[config.mk]
export PLATFORM = sky130hd
export DESIGN_NAME = alu_seq
export DESIGN_NICKNAME = d
export VERILOG_FILES = /design/src/rtl/alu_seq.sv
export SDC_FILE = /design/constraint.sdc
export NUM_CORES = 1
export LEC_CHECK = 0
export CELL_PAD_IN_SITES_DETAIL_PLACEMENT = 1
export CELL_PAD_IN_SITES_GLOBAL_PLACEMENT = 2
export CORE_ASPECT_RATIO = 1.4
export CORE_MARGIN = 2
export CORE_UTILIZATION = 43
export CTS_BUF_LIST = sky130_fd_sc_hd__clkbuf_8
export DETAILED_ROUTE_END_ITERATION = 10
export DONT_BUFFER_PORTS = 1
export MAX_ROUTING_LAYER = met4
export PLACE_DENSITY_LB_ADDON = 0.1
export SYNTH_ARGS = -nofsm -noshare
export SYNTH_HDL_FRONTEND = slang
export SYNTH_SLANG_ARGS = --single-unit
export TNS_END_PERCENT = 20
[constraint.sdc]
create_clock -name clk -period 5.6 [get_ports clk]
set_input_delay 0.84 -clock clk [delete_from_list [all_inputs] [get_ports clk]]
set_output_delay 0.84 -clock clk [all_outputs]
set_load 0.1 [all_outputs]
[src/rtl/alu_seq.sv]
// Multi-cycle W-bit ALU with valid/ready handshakes, iterative shift/rotate,
// a shift-add multiplier and a {C,N,Z,V} status register written on completion.
module alu_seq #(
  parameter int W = 8
) (
  input  logic         clk,
  input  logic         reset,
  input  logic         in_valid,
  output logic         in_ready,
  input  logic [3:0]   op,
  input  logic [W-1:0] a,
  input  logic [W-1:0] b,
  output logic         out_valid,
  input  logic         out_ready,
  output logic [W-1:0] res,
  output logic [W-1:0] res_hi,
  output logic [3:0]   flags,
  output logic         busy
);
  localparam int SW = $clog2(W);

  localparam logic [3:0] OP_NOP   = 4'd0;
  localparam logic [3:0] OP_ADD   = 4'd1;
  localparam logic [3:0] OP_ADC   = 4'd2;
  localparam logic [3:0] OP_SUB   = 4'd3;
  localparam logic [3:0] OP_SBC   = 4'd4;
  localparam logic [3:0] OP_INC   = 4'd5;
  localparam logic [3:0] OP_DEC   = 4'd6;
  localparam logic [3:0] OP_AND   = 4'd7;
  localparam logic [3:0] OP_OR    = 4'd8;
  localparam logic [3:0] OP_XOR   = 4'd9;
  localparam logic [3:0] OP_NOT   = 4'd10;
  localparam logic [3:0] OP_SHL   = 4'd11;
  localparam logic [3:0] OP_ROR   = 4'd12;
  localparam logic [3:0] OP_MUL   = 4'd13;
  localparam logic [3:0] OP_PASSB = 4'd14;
  localparam logic [3:0] OP_CMP   = 4'd15;

  typedef enum logic [1:0] {IDLE, EXEC, DONE} state_t;

  state_t       state;
  logic [3:0]   op_reg;
  logic [W-1:0] a_reg;   // operand, also the shift/rotate working value
  logic [W-1:0] b_reg;   // operand, also the multiplier / low product half
  logic [W-1:0] hi_reg;  // multiplier high accumulator
  logic [SW:0]  cnt_reg;

  assign in_ready  = (state == IDLE);
  assign out_valid = (state == DONE);
  assign busy      = (state != IDLE);

  // Shared W-bit adder for the arithmetic opcodes
  logic [W-1:0] add_b;
  logic         add_cin;
  logic [W:0]   sum;
  logic         ovf;

  always_comb begin
    add_b   = b_reg;
    add_cin = 1'b0;
    case (op_reg)
      OP_ADC:         add_cin = flags[3];
      OP_SUB, OP_CMP: begin add_b = ~b_reg; add_cin = 1'b1; end
      OP_SBC:         begin add_b = ~b_reg; add_cin = flags[3]; end
      OP_INC:         begin add_b = '0;     add_cin = 1'b1; end
      OP_DEC:         add_b = '1;
      default:        ;
    endcase
  end

  assign sum = {1'b0, a_reg} + {1'b0, add_b} + {{W{1'b0}}, add_cin};
  assign ovf = (a_reg[W-1] == add_b[W-1]) && (sum[W-1] != a_reg[W-1]);

  logic [W-1:0] shl_next, ror_next;
  logic [W:0]   mul_sum;
  logic [W-1:0] mul_hi_next, mul_lo_next;

  assign shl_next    = {a_reg[W-2:0], 1'b0};
  assign ror_next    = {a_reg[0], a_reg[W-1:1]};
  assign mul_sum     = {1'b0, hi_reg} + (b_reg[0] ? {1'b0, a_reg} : {(W+1){1'b0}});
  assign mul_hi_next = mul_sum[W:1];
  assign mul_lo_next = {mul_sum[0], b_reg[W-1:1]};

  // Completion value of the current EXEC cycle
  logic         fin_done;
  logic [W-1:0] fin_res, fin_hi, nz_src;
  logic         fin_c, fin_v, fin_upd;
  logic [3:0]   fin_flags;

  always_comb begin
    fin_done = 1'b1;
    fin_res  = '0;
    fin_hi   = '0;
    fin_c    = flags[3];
    fin_v    = 1'b0;
    fin_upd  = 1'b1;
    nz_src   = '0;
    case (op_reg)
      OP_NOP: fin_upd = 1'b0;
      OP_ADD, OP_ADC, OP_SUB, OP_SBC, OP_INC, OP_DEC: begin
        fin_res = sum[W-1:0];
        fin_c   = sum[W];
        fin_v   = ovf;
      end
      OP_CMP: begin
        fin_res = a_reg;
        fin_c   = sum[W];
        fin_v   = ovf;
      end
      OP_AND:   fin_res = a_reg & b_reg;
      OP_OR:    fin_res = a_reg | b_reg;
      OP_XOR:   fin_res = a_reg ^ b_reg;
      OP_NOT:   fin_res = ~a_reg;
      OP_PASSB: fin_res = b_reg;
      OP_SHL: begin
        fin_done = (cnt_reg <= (SW+1)'(1));
        if (cnt_reg == '0) begin
          fin_res = a_reg;
        end else begin
          fin_res = shl_next;
          fin_c   = a_reg[W-1];
        end
      end
      OP_ROR: begin
        fin_done = (cnt_reg <= (SW+1)'(1));
        if (cnt_reg == '0) begin
          fin_res = a_reg;
        end else begin
          fin_res = ror_next;
          fin_c   = a_reg[0];
        end
      end
      OP_MUL: begin
        fin_done = (cnt_reg == (SW+1)'(1));
        fin_res  = mul_lo_next;
        fin_hi   = mul_hi_next;
        fin_c    = (mul_hi_next != '0);
        fin_v    = (mul_hi_next != '0);
      end
      default: ;
    endcase
    // CMP reports the flags of the subtraction while passing a through
    nz_src    = (op_reg == OP_CMP) ? sum[W-1:0] : fin_res;
    fin_flags = fin_upd ? {fin_c, nz_src[W-1], (nz_src == '0), fin_v} : flags;
  end

  always_ff @(posedge clk or posedge reset) begin
    if (reset) begin
      state   <= IDLE;
      op_reg  <= OP_NOP;
      a_reg   <= '0;
      b_reg   <= '0;
      hi_reg  <= '0;
      cnt_reg <= '0;
      res     <= '0;
      res_hi  <= '0;
      flags   <= 4'b0000;
    end else begin
      case (state)
        IDLE: begin
          if (in_valid) begin
            op_reg  <= op;
            a_reg   <= a;
            b_reg   <= b;
            hi_reg  <= '0;
            cnt_reg <= (op == OP_MUL) ? (SW+1)'(W) : {1'b0, b[SW-1:0]};
            state   <= EXEC;
          end
        end
        EXEC: begin
          if (fin_done) begin
            res    <= fin_res;
            res_hi <= fin_hi;
            flags  <= fin_flags;
            state  <= DONE;
          end else begin
            cnt_reg <= cnt_reg - (SW+1)'(1);
            if (op_reg == OP_SHL) a_reg <= shl_next;
            if (op_reg == OP_ROR) a_reg <= ror_next;
            if (op_reg == OP_MUL) begin
              hi_reg <= mul_hi_next;
              b_reg  <= mul_lo_next;
            end
          end
        end
        DONE: begin
          if (out_ready) state <= IDLE;
        end
        default: state <= IDLE;
      endcase
    end
  end
endmodule

# [After elaboration in Yosys (flattened, before gate mapping)]
# Index checks and enable logic that the tools add are counted.
[totals] ff_bits=54 latch_bits=0 mem_bits_rw=0 mem_bits_ro=0 inputBits=24 out_inout_bits=23 word_cells=107 mem_count=0
[op_classes] n_addsub=4 mul=0 n_div=0 order_cmp=1 eq_ne=29 n_shift=0 n_mux=34 bitwise_logic=6 n_reduce_logical=23
[ops] operator="two-way mux 8 bit" n=15
[ops] operator="case mux 8 bit (10 select lines)" n=1
[ops] operator="case mux 8 bit (2 select lines)" n=3
[ops] operator="equality test 4 bit (second input constant)" n=9
[ops] operator="case mux 8 bit (3 select lines)" n=1
[ops] operator="adder 8 x 8 -> 9 bit" n=2
[ops] operator="equality test 4 x 3 -> 1 bit (second input constant)" n=4
[ops] operator="inverter 8 bit" n=2
[ops] operator="two-way mux 4 bit" n=3
[ops] operator="inequality test 2 bit (second input constant)" n=6
[ops] operator="adder 9 x 1 -> 9 bit" n=1
[ops] operator="AND reduction 3 bit" n=3
[ops] operator="bitwise AND 8 bit" n=1
[ops] operator="equality test 4 x 1 -> 1 bit (second input constant)" n=2
[ops] operator="equality test 4 x 2 -> 1 bit (second input constant)" n=2
[ops] operator="zero test 4 bit" n=2
[ops] operator="zero test 8 bit" n=1
[ops] operator="bitwise OR 8 bit" n=1
[ops] operator="case mux 4 bit (2 select lines)" n=1
[ops] operator="AND reduction 4 bit" n=2
[ops] operator="nonzero test 8 bit" n=1
[ops] operator="XOR 8 bit" n=1
[ops] operator="OR reduction 7 bit" n=1
[ops] operator="two-way mux 2 bit" n=3
[ops] operator="other kinds (22)" n=29

# [Logic depth before layout (Yosys ltp)]
# Gate-level depths: netlist of run 1.
[logic_depth] depth_word=8 depth_mapped=17 depth_no_buf=15

# [Worst setup path after synthesis of run 1]
# No wires, ideal clock.
[synth_timing] path_kind="reg-to-output" startpoint="register state[1]" endpoint="output busy" t_arrival_ns=2.690 required_time_ns=4.760 setup_slack_ns=2.070 path_stages_with_launch=3 path_cell_list="dfrtp_1 -> nor2_1 -> inv_1"
[synth_via] elab_chain_cells=1
[synth_lines] element="start: declaration" line_no="41" rtl="state_t state;"
[synth_lines] element="start signal: assignment" line_no="149" rtl="state <= IDLE;"
[synth_lines] element="start signal: assignment" line_no="167" rtl="state <= EXEC;"
[synth_lines] element="start signal: assignment" line_no="175" rtl="state <= DONE;"
[synth_lines] element="nonzero test 2 bit" line_no="50" rtl="assign busy = (state != IDLE);"
[synth_lines] element="end: declaration" line_no="18" rtl="output logic busy"
# No other way between the ends.

# [Worst setup path in the final report of run 1]
[layout_timing] startpoint="register op_reg[1]" endpoint="register flags[2]"
[layout_via] elab_chain_cells=7
[layout_lines] element="start: declaration" line_no="42" rtl="logic [3:0] op_reg;"
[layout_lines] element="start signal: assignment" line_no="162" rtl="op_reg <= op;"
[layout_lines] element="equality test 4 bit (tied with other cells)" line_no="61, 98, 143"
[layout_lines] element="OR reduction 3 bit (no line)"
[layout_lines] element="case mux 8 bit (3 select lines)" line_no="61" rtl="case (op_reg)"
[layout_lines] element="adder 8 x 8 -> 9 bit" line_no="71" rtl="assign sum = {1'b0, a_reg} + {1'b0, add_b} + {{W{1'b0}}, add_cin};"
[layout_lines] element="adder 9 x 1 -> 9 bit" line_no="71"
[layout_lines] element="case mux 8 bit (10 select lines)" line_no="98" rtl="case (op_reg)"
[layout_lines] element="two-way mux 8 bit" line_no="143" rtl="nz_src = (op_reg == OP_CMP) ? sum[W-1:0] : fin_res;"
[layout_lines] element="end signal: assignment" line_no="174" rtl="flags <= fin_flags;"
[layout_lines] element="end: declaration" line_no="17" rtl="output logic [3:0] flags,"
# Several ways; a longest one is shown, not always the timed one.
# A chain may end at the register's enable or synchronous reset.

==> parameters.txt, run 1 <==
Parameter                              Value

Outcome
  Status ... completed

Routing
  DR WL/cell ... 22.0 um
  Remaining antenna violation count ... 0
  Remaining routing DRC violations ... 0
  Count of TritonRoute iterations in the first routing pass ... 6
  Number of DRC markers in iteration 0 ... 295
  Vias after detailed routing ... 4129
  Vias per cell ... 6.13
  Final wirelength ... 14.9 mm

Worst hold path
  Min-Delay Path Class ... register to register

Yosys
  Mean cell area of the mapped netlist ... 8.09 um^2
  Gate count after technology mapping ... 555
  Post-synthesis instance area ... 0.00449 mm^2
  Post-synthesis register bit count ... 54
  Sequential element share of the synthesized area ... 0.301
  Unique cell type count in the Yosys netlist ... 72
  Primary FF master, synth ... sky130_fd_sc_hd__dfrtp_1
  Syn. warnings ... 0
  Area share of the leading cell type in the synthesized netlist ... 0.301
  Largest area contributor in the netlist ... sky130_fd_sc_hd__dfrtp_1
  Async SR Flop Fraction ... 1.00
  Most area-consuming cells after synthesis ... sky130_fd_sc_hd__dfrtp_1, sky130_fd_sc_hd__ha_1, sky130_fd_sc_hd__a21oi_1
  Most common library cells after synthesis ... sky130_fd_sc_hd__nand2_1, sky130_fd_sc_hd__dfrtp_1, sky130_fd_sc_hd__nor2_1, sky130_fd_sc_hd__a21oi_1, sky130_fd_sc_hd__o21ai_0
  Count of flip-flops with a built-in enable after synthesis ... 0
  Most used standard cell by instance count after synthesis ... sky130_fd_sc_hd__nand2_1
  Synthesized Nets ... 615

Setup path
  CP arrival ... 4.03 ns
  CP startpoint kind ... register
  Sort of element at the end of the critical path ... register
  Critical-path maximum fanout ... 22
  Worst Path Required ... 5.82 ns
  Category of the most critical setup path ... register to register

Timing
  Summed negative setup slack over all endpoints ... 0 ns
  Number of slew-limit violations in the final report ... 0
  Post-route setup slack ... 1.79 ns
  Post-Route Skew ... 0.00736 ns
  Period minus WS final ... 3.81 ns
  Share of the clock period used by the worst path ... 0.681
  Slew at the pin with the worst max-slew slack ... 1.17 ns
  Final setup violation count ... 0
  Hold violation total from the final report ... 0
  Max-Slew Margin vs Limit ... 0.222
  Timing-limited maximum frequency ... 262 MHz
  Setup repair after global routing missed its margin ... no

Global route
  Most Used Layer, Global Route ... met2
  Global-route wire length before repair ... 24.2 mm
  Largest net degree at the start of global routing ... 55
  Overall overflow remaining after global route ... 0
  Met2 usage in global routing ... 0.463
  Global routing met1 resource utilization ... 0.342
  Initial antenna violation count ... 0
  Global-route track usage on met3 ... 0.0345
  Via count of the first global-routing pass ... 4305
  Global router's overall resource usage ... 0.278

Cells and area
  Number of inserted filler cells in the final layout ... 1279
  Register Area ... 0.00135 mm^2
  Fraction of final layout cells with drive strength greater than 1 ... 0.0802
  Number of nets in the layout ... 595
  Number of diodes added for antenna fixing ... 0
  Area of the multi-input gates ... 0.00288 mm^2
  Synthesis-to-finish area growth ... 4.99%

Clock tree
  Clock tree from TritonCTS ... built
  Resize count post-CTS ... 0
  Total CTS buffers ... 5
  Number of clock sinks seen by CTS ... 54
  CTS Hold Buffers Added ... 0
  Clk buf depth ... 2
  Post-CTS setup buffer count ... 0
  Clk_lat worst skew ... 0.33 ns
  # H-tree levels ... 2
  Clock input transition at the sequential cells of the worst setup and hold paths ... 0.10 ns
  Clock root buffer master ... sky130_fd_sc_hd__clkbuf_8

Floorplanning
  IO Pins ... 47
  Die area ... 0.0113 mm^2
  Starting density of the core ... 0.436
  Vertical die dimension ... 125 um
  Die boundary width ... 90.4 um
  Core area ... 0.0103 mm^2
  Number of rows created at floorplan ... 44

Placement
  RePlAce Congestion ... 0.958
  Worst slack after detailed placement ... 1.85 ns
  Placed wire-length estimate ... 11.3 mm
  Count of input and output buffers ... 0

Job
  MaxCap Viol Count ... 0
[final timing paths]
check                                 startpoint               endpoint  slack [ns]  cells after the start
max in group asynchronous                  reset     res[7]$_DFFE_PP0P_        4.54                      2
setup / recovery           op_reg[1]$_DFFE_PP0P_   flags[2]$_DFFE_PP0P_        1.79                     12
hold / removal             hi_reg[6]$_DFFE_PP0P_  hi_reg[6]$_DFFE_PP0P_        0.53                      2
setup reg to reg           op_reg[1]$_DFFE_PP0P_   flags[2]$_DFFE_PP0P_        1.79                     12
min in group asynchronous                  reset   state[0]$_DFFE_PP0P_        0.59                      2
hold reg to reg            hi_reg[6]$_DFFE_PP0P_  hi_reg[6]$_DFFE_PP0P_        0.53                      2
[per-layer routing]
metal	part of all wire	vias up
met5	0	-
met4	0.030	0
met3	0.040	28
met2	0.51	108
met1	0.42	2029
li1	-	1964
[area by class of cell]
cell class / instances / area share
Inverter: 28 / 0.0223
Multi-Input combinational cell: 437 / 0.610
Clock buffer: 6 / 0.0175
Clock inverter: 2 / 0.0127
Timing Repair Buffer: 9 / 0.0143
Tap cell: 138 / 0.0366
Sequential cell: 54 / 0.287
[metrics by stage]
stage          instances  hold WS [ns]   util  cell area [um^2]
4_1_cts              674         0.537  0.458              4710
2_1_floorplan        555         0.475      -              4490
5_1_grt              674         0.566  0.458              4710
3_3_place_gp         666         0.493  0.444              4570
6_report             674         0.527  0.458              4710
3_5_place_dp         666         0.513  0.444              4570
[worst max-delay path, stage by stage, from the launching register on]
cell and delay, ns:
sky130_fd_sc_hd__dfrtp_1 0.55, sky130_fd_sc_hd__buf_4 0.34, sky130_fd_sc_hd__nand4_1 0.15, sky130_fd_sc_hd__o21ai_1 0.34, sky130_fd_sc_hd__o21ai_0 0.21, sky130_fd_sc_hd__fa_1 0.45
sky130_fd_sc_hd__a21oi_1 0.23, sky130_fd_sc_hd__o211ai_1 0.18, sky130_fd_sc_hd__o41ai_1 0.57, sky130_fd_sc_hd__xnor2_1 0.16, sky130_fd_sc_hd__o21ai_0 0.10, sky130_fd_sc_hd__o31ai_1 0.13
sky130_fd_sc_hd__mux2_2 0.30
[logic make-up (layout without fill, tap and decap cells)]
kind of cell | count (synthesis) | count (layout) | share of synthesized area
adders and majority gates | 36 | 36 | 0.105
buffers and inverters | 64 | 45 | 0.0627
DFF | 54 | 54 | 0.301
and+or+nand+nor | 193 | 193 | 0.210
AOI/OAI and AO/OA | 182 | 182 | 0.263
xor gates and xnor gates | 10 | 10 | 0.0195
muxes | 16 | 16 | 0.0385
[cells in the final DEF (no fill, tap or decap), types with 8 or more instances in the layout]
cell,n
sky130_fd_sc_hd__a21oi_1,51
sky130_fd_sc_hd__mux2_2,10
sky130_fd_sc_hd__nand2_1,57
sky130_fd_sc_hd__o31ai_1,10
sky130_fd_sc_hd__ha_1,33
sky130_fd_sc_hd__nor2_1,52
sky130_fd_sc_hd__nor3_1,8
sky130_fd_sc_hd__nand2b_1,8
sky130_fd_sc_hd__dfrtp_1,54
sky130_fd_sc_hd__o21ai_0,48
sky130_fd_sc_hd__nand3_1,21
sky130_fd_sc_hd__buf_4,9
sky130_fd_sc_hd__inv_1,27
Power of run 1 is not shown: default switching activity piles up to over one toggle a cycle in this logic, so the estimate is an artifact.
==> run 2, diff against run 1 <==
CORE_UTILIZATION = 40   (was 43)
clock period = 3.9 ns   (was 5.6 ns; I/O delays follow)
==> run 2 against run 1 <==
Maximum frequency rose by 12%. Global-route usage fell by 0.99 points. Via count rose by 1.8%. Worst setup slack got worse by 1.3 ns. Final area rose by 0.98%. Highest routed layer unchanged. Worst hold slack got worse by 0.37 ns. Utilization fell by 2.2 points. Non-clock buffer count rose by 10. First-iteration DRC count fell by 24%. Wire length rose by 0.51%.
==> parameters.txt, run 2 (synthesis gave the netlist of run 1 again) <==
Parameter                              Value

Outcome
  Status ... completed (unchanged)

Clock tree
  # H-tree levels ... 2 (unchanged)
  Clk_lat worst skew ... 0.33 ns (about the same)
  Number of clock sinks seen by CTS ... 54 (unchanged)
  CTS Hold Buffers Added ... 0 (unchanged)
  Clk buf depth ... 2 (unchanged)
  Resize count post-CTS ... 0 (unchanged)
  Clock input transition at the sequential cells of the worst setup and hold paths ... 0.11 ns (was 0.10 ns)
  Clock tree from TritonCTS ... built (unchanged)
  Total CTS buffers ... 5 (unchanged)
  Post-CTS setup buffer count ... 0 (unchanged)
  Clock root buffer master ... sky130_fd_sc_hd__clkbuf_8 (unchanged)

Cells and area
  Highest-count cells in the layout ignoring fill and taps ... sky130_fd_sc_hd__nand2_1, sky130_fd_sc_hd__dfrtp_1, sky130_fd_sc_hd__nor2_1 (unchanged)
  Number of nets in the layout ... 605 (was 595)
  Number of diodes added for antenna fixing ... 0 (unchanged)
  Synthesis-to-finish area growth ... 6.02% (was 4.99%)
  Fraction of final layout cells with drive strength greater than 1 ... 0.0952 (was 0.0802)
  Utilization after layout ... 0.436 (was 0.458)
  Most common library cell in the layout ignoring fill and taps ... sky130_fd_sc_hd__nand2_1 (unchanged)

Routing
  Remaining routing DRC violations ... 0 (unchanged)
  Vias after detailed routing ... 4205 (was 4129)
  DR WL/cell ... 21.7 um (was 22.0 um)
  Remaining antenna violation count ... 0 (unchanged)
  Final wirelength ... 14.9 mm (about the same)
  Number of DRC markers in iteration 0 ... 225 (was 295)
  Vias per cell ... 6.12 (was 6.13)
  Count of TritonRoute iterations in the first routing pass ... 5 (was 6)

Global route
  Global-route wire length before repair ... 24.4 mm (was 24.2 mm)
  Overall overflow remaining after global route ... 0 (unchanged)
  Initial antenna violation count ... 0 (unchanged)
  Largest net degree at the start of global routing ... 39 (was 55)
  Global router's overall resource usage ... 0.268 (was 0.278)
  Via count of the first global-routing pass ... 4504 (was 4305)

Timing
  Hold violation total from the final report ... 0 (unchanged)
  Timing-limited maximum frequency ... 293 MHz (was 262 MHz)
  Period minus WS final ... 3.41 ns (was 3.81 ns)
  Summed negative setup slack over all endpoints ... 0 ns (unchanged)
  Number of slew-limit violations in the final report ... 0 (unchanged)
  Slew at the pin with the worst max-slew slack ... 0.925 ns (was 1.17 ns)
  Share of the clock period used by the worst path ... 0.875 (was 0.681)
  Setup repair after global routing missed its margin ... no (unchanged)
  Post-Route Skew ... 0.0105 ns (was 0.00736 ns)
  Max-Slew Margin vs Limit ... 0.367 (was 0.222)
  Final setup violation count ... 0 (unchanged)

Job
  MaxCap Viol Count ... 0 (unchanged)

Placement
  Placed wire-length estimate ... 11.5 mm (was 11.3 mm)
  Count of input and output buffers ... 0 (unchanged)
  RePlAce Congestion ... 0.956 (was 0.958)

Floorplanning
  Die boundary width ... 93.6 um (was 90.4 um)
  Core area ... 0.0109 mm^2 (was 0.0103 mm^2)
  Die area ... 0.0121 mm^2 (was 0.0113 mm^2)
  Vertical die dimension ... 129 um (was 125 um)
  Number of rows created at floorplan ... 45 (was 44)
  IO Pins ... 47 (unchanged)
  Starting density of the core ... 0.411 (was 0.436)

Setup path
  Sort of element at the end of the critical path ... register (unchanged)
  Category of the most critical setup path ... register to register (unchanged)
  Critical-path maximum fanout ... 7 (was 22)
  Worst Path Required ... 4.12 ns (was 5.82 ns)
  Depth of the most critical reg-to-reg path ... 14 (was 12)
  CP arrival ... 3.63 ns (was 4.03 ns)
  Reg2reg setup slack ... 0.49 ns (was 1.79 ns)
  CP startpoint kind ... register (unchanged)
  Worst R2R Start ... op_reg[2]$_DFFE_PP0P_ (was op_reg[1]$_DFFE_PP0P_)
  Reg2reg end ... flags[2]$_DFFE_PP0P_ (unchanged)

Worst hold path
  Min-Delay Path Class ... input port to async pin (was register to register)
## run 2: through the flow
step / area, um^2 / setup slack, ns / hold WS (ns) / cells
final: 4760 / 0.487 / 0.154 / 687
after global routing: 4760 / 0.141 / 0.193 / 687
after floorplan: 4490 / 0.377 / 0.475 / 555
after CTS: 4760 / 0.491 / 0.167 / 687
after detailed placement: 4650 / 0.541 / 0.512 / 679
after global placement: 4650 / 0.678 / 0.489 / 679
## run 2: critical path, stage by stage (launching register included)
cell	delay [ns]
sky130_fd_sc_hd__dfrtp_1	0.50
sky130_fd_sc_hd__nand2b_1	0.22
sky130_fd_sc_hd__nand4_1	0.13
sky130_fd_sc_hd__o21ai_1	0.15
sky130_fd_sc_hd__buf_4	0.18
sky130_fd_sc_hd__nor2_1	0.04
sky130_fd_sc_hd__a21oi_1	0.18
sky130_fd_sc_hd__ha_1	0.27
sky130_fd_sc_hd__a21oi_1	0.22
sky130_fd_sc_hd__o211ai_1	0.16
sky130_fd_sc_hd__o41ai_1	0.58
sky130_fd_sc_hd__xnor2_1	0.16
sky130_fd_sc_hd__o21ai_0	0.10
sky130_fd_sc_hd__o31ai_1	0.12
sky130_fd_sc_hd__mux2_2	0.30
## run 2: final cells by class
cell class | count | area [um^2]
clock buffer | 5 | 68.8
fill | 1376 | 6160
multi-input combinational | 437 | 2880
inverter | 28 | 105
sequential | 54 | 1350
timing repair buffer | 19 | 143
tap | 141 | 176
clock inverter | 3 | 41.3
## run 2: worst max-delay path by stage
stage | start | end | slack (ns) | depth (start not counted)
global route | op_reg[2]$_DFFE_PP0P_ | flags[2]$_DFFE_PP0P_ | 0.14 | 14
finish | op_reg[2]$_DFFE_PP0P_ | flags[2]$_DFFE_PP0P_ | 0.49 | 14
floorplan | op_reg[0]$_DFFE_PP0P_ | flags[1]$_DFFE_PP0P_ | 0.38 | 16
global placement | op_reg[2]$_DFFE_PP0P_ | flags[1]$_DFFE_PP0P_ | 0.68 | 14
CTS | op_reg[2]$_DFFE_PP0P_ | flags[2]$_DFFE_PP0P_ | 0.49 | 14
detailed placement | op_reg[2]$_DFFE_PP0P_ | flags[2]$_DFFE_PP0P_ | 0.54 | 14
## run 2: metal layers
metal | track usage | vias up | wire length, um
met5 | - | - | 0
met4 | 0.0938 | 0 | 416
met3 | 0.0337 | 37 | 720
met2 | 0.466 | 128 | 7630
met1 | 0.320 | 2055 | 6160
li1 | - | 1985 | -
Power of run 2 is left out for the same reason.
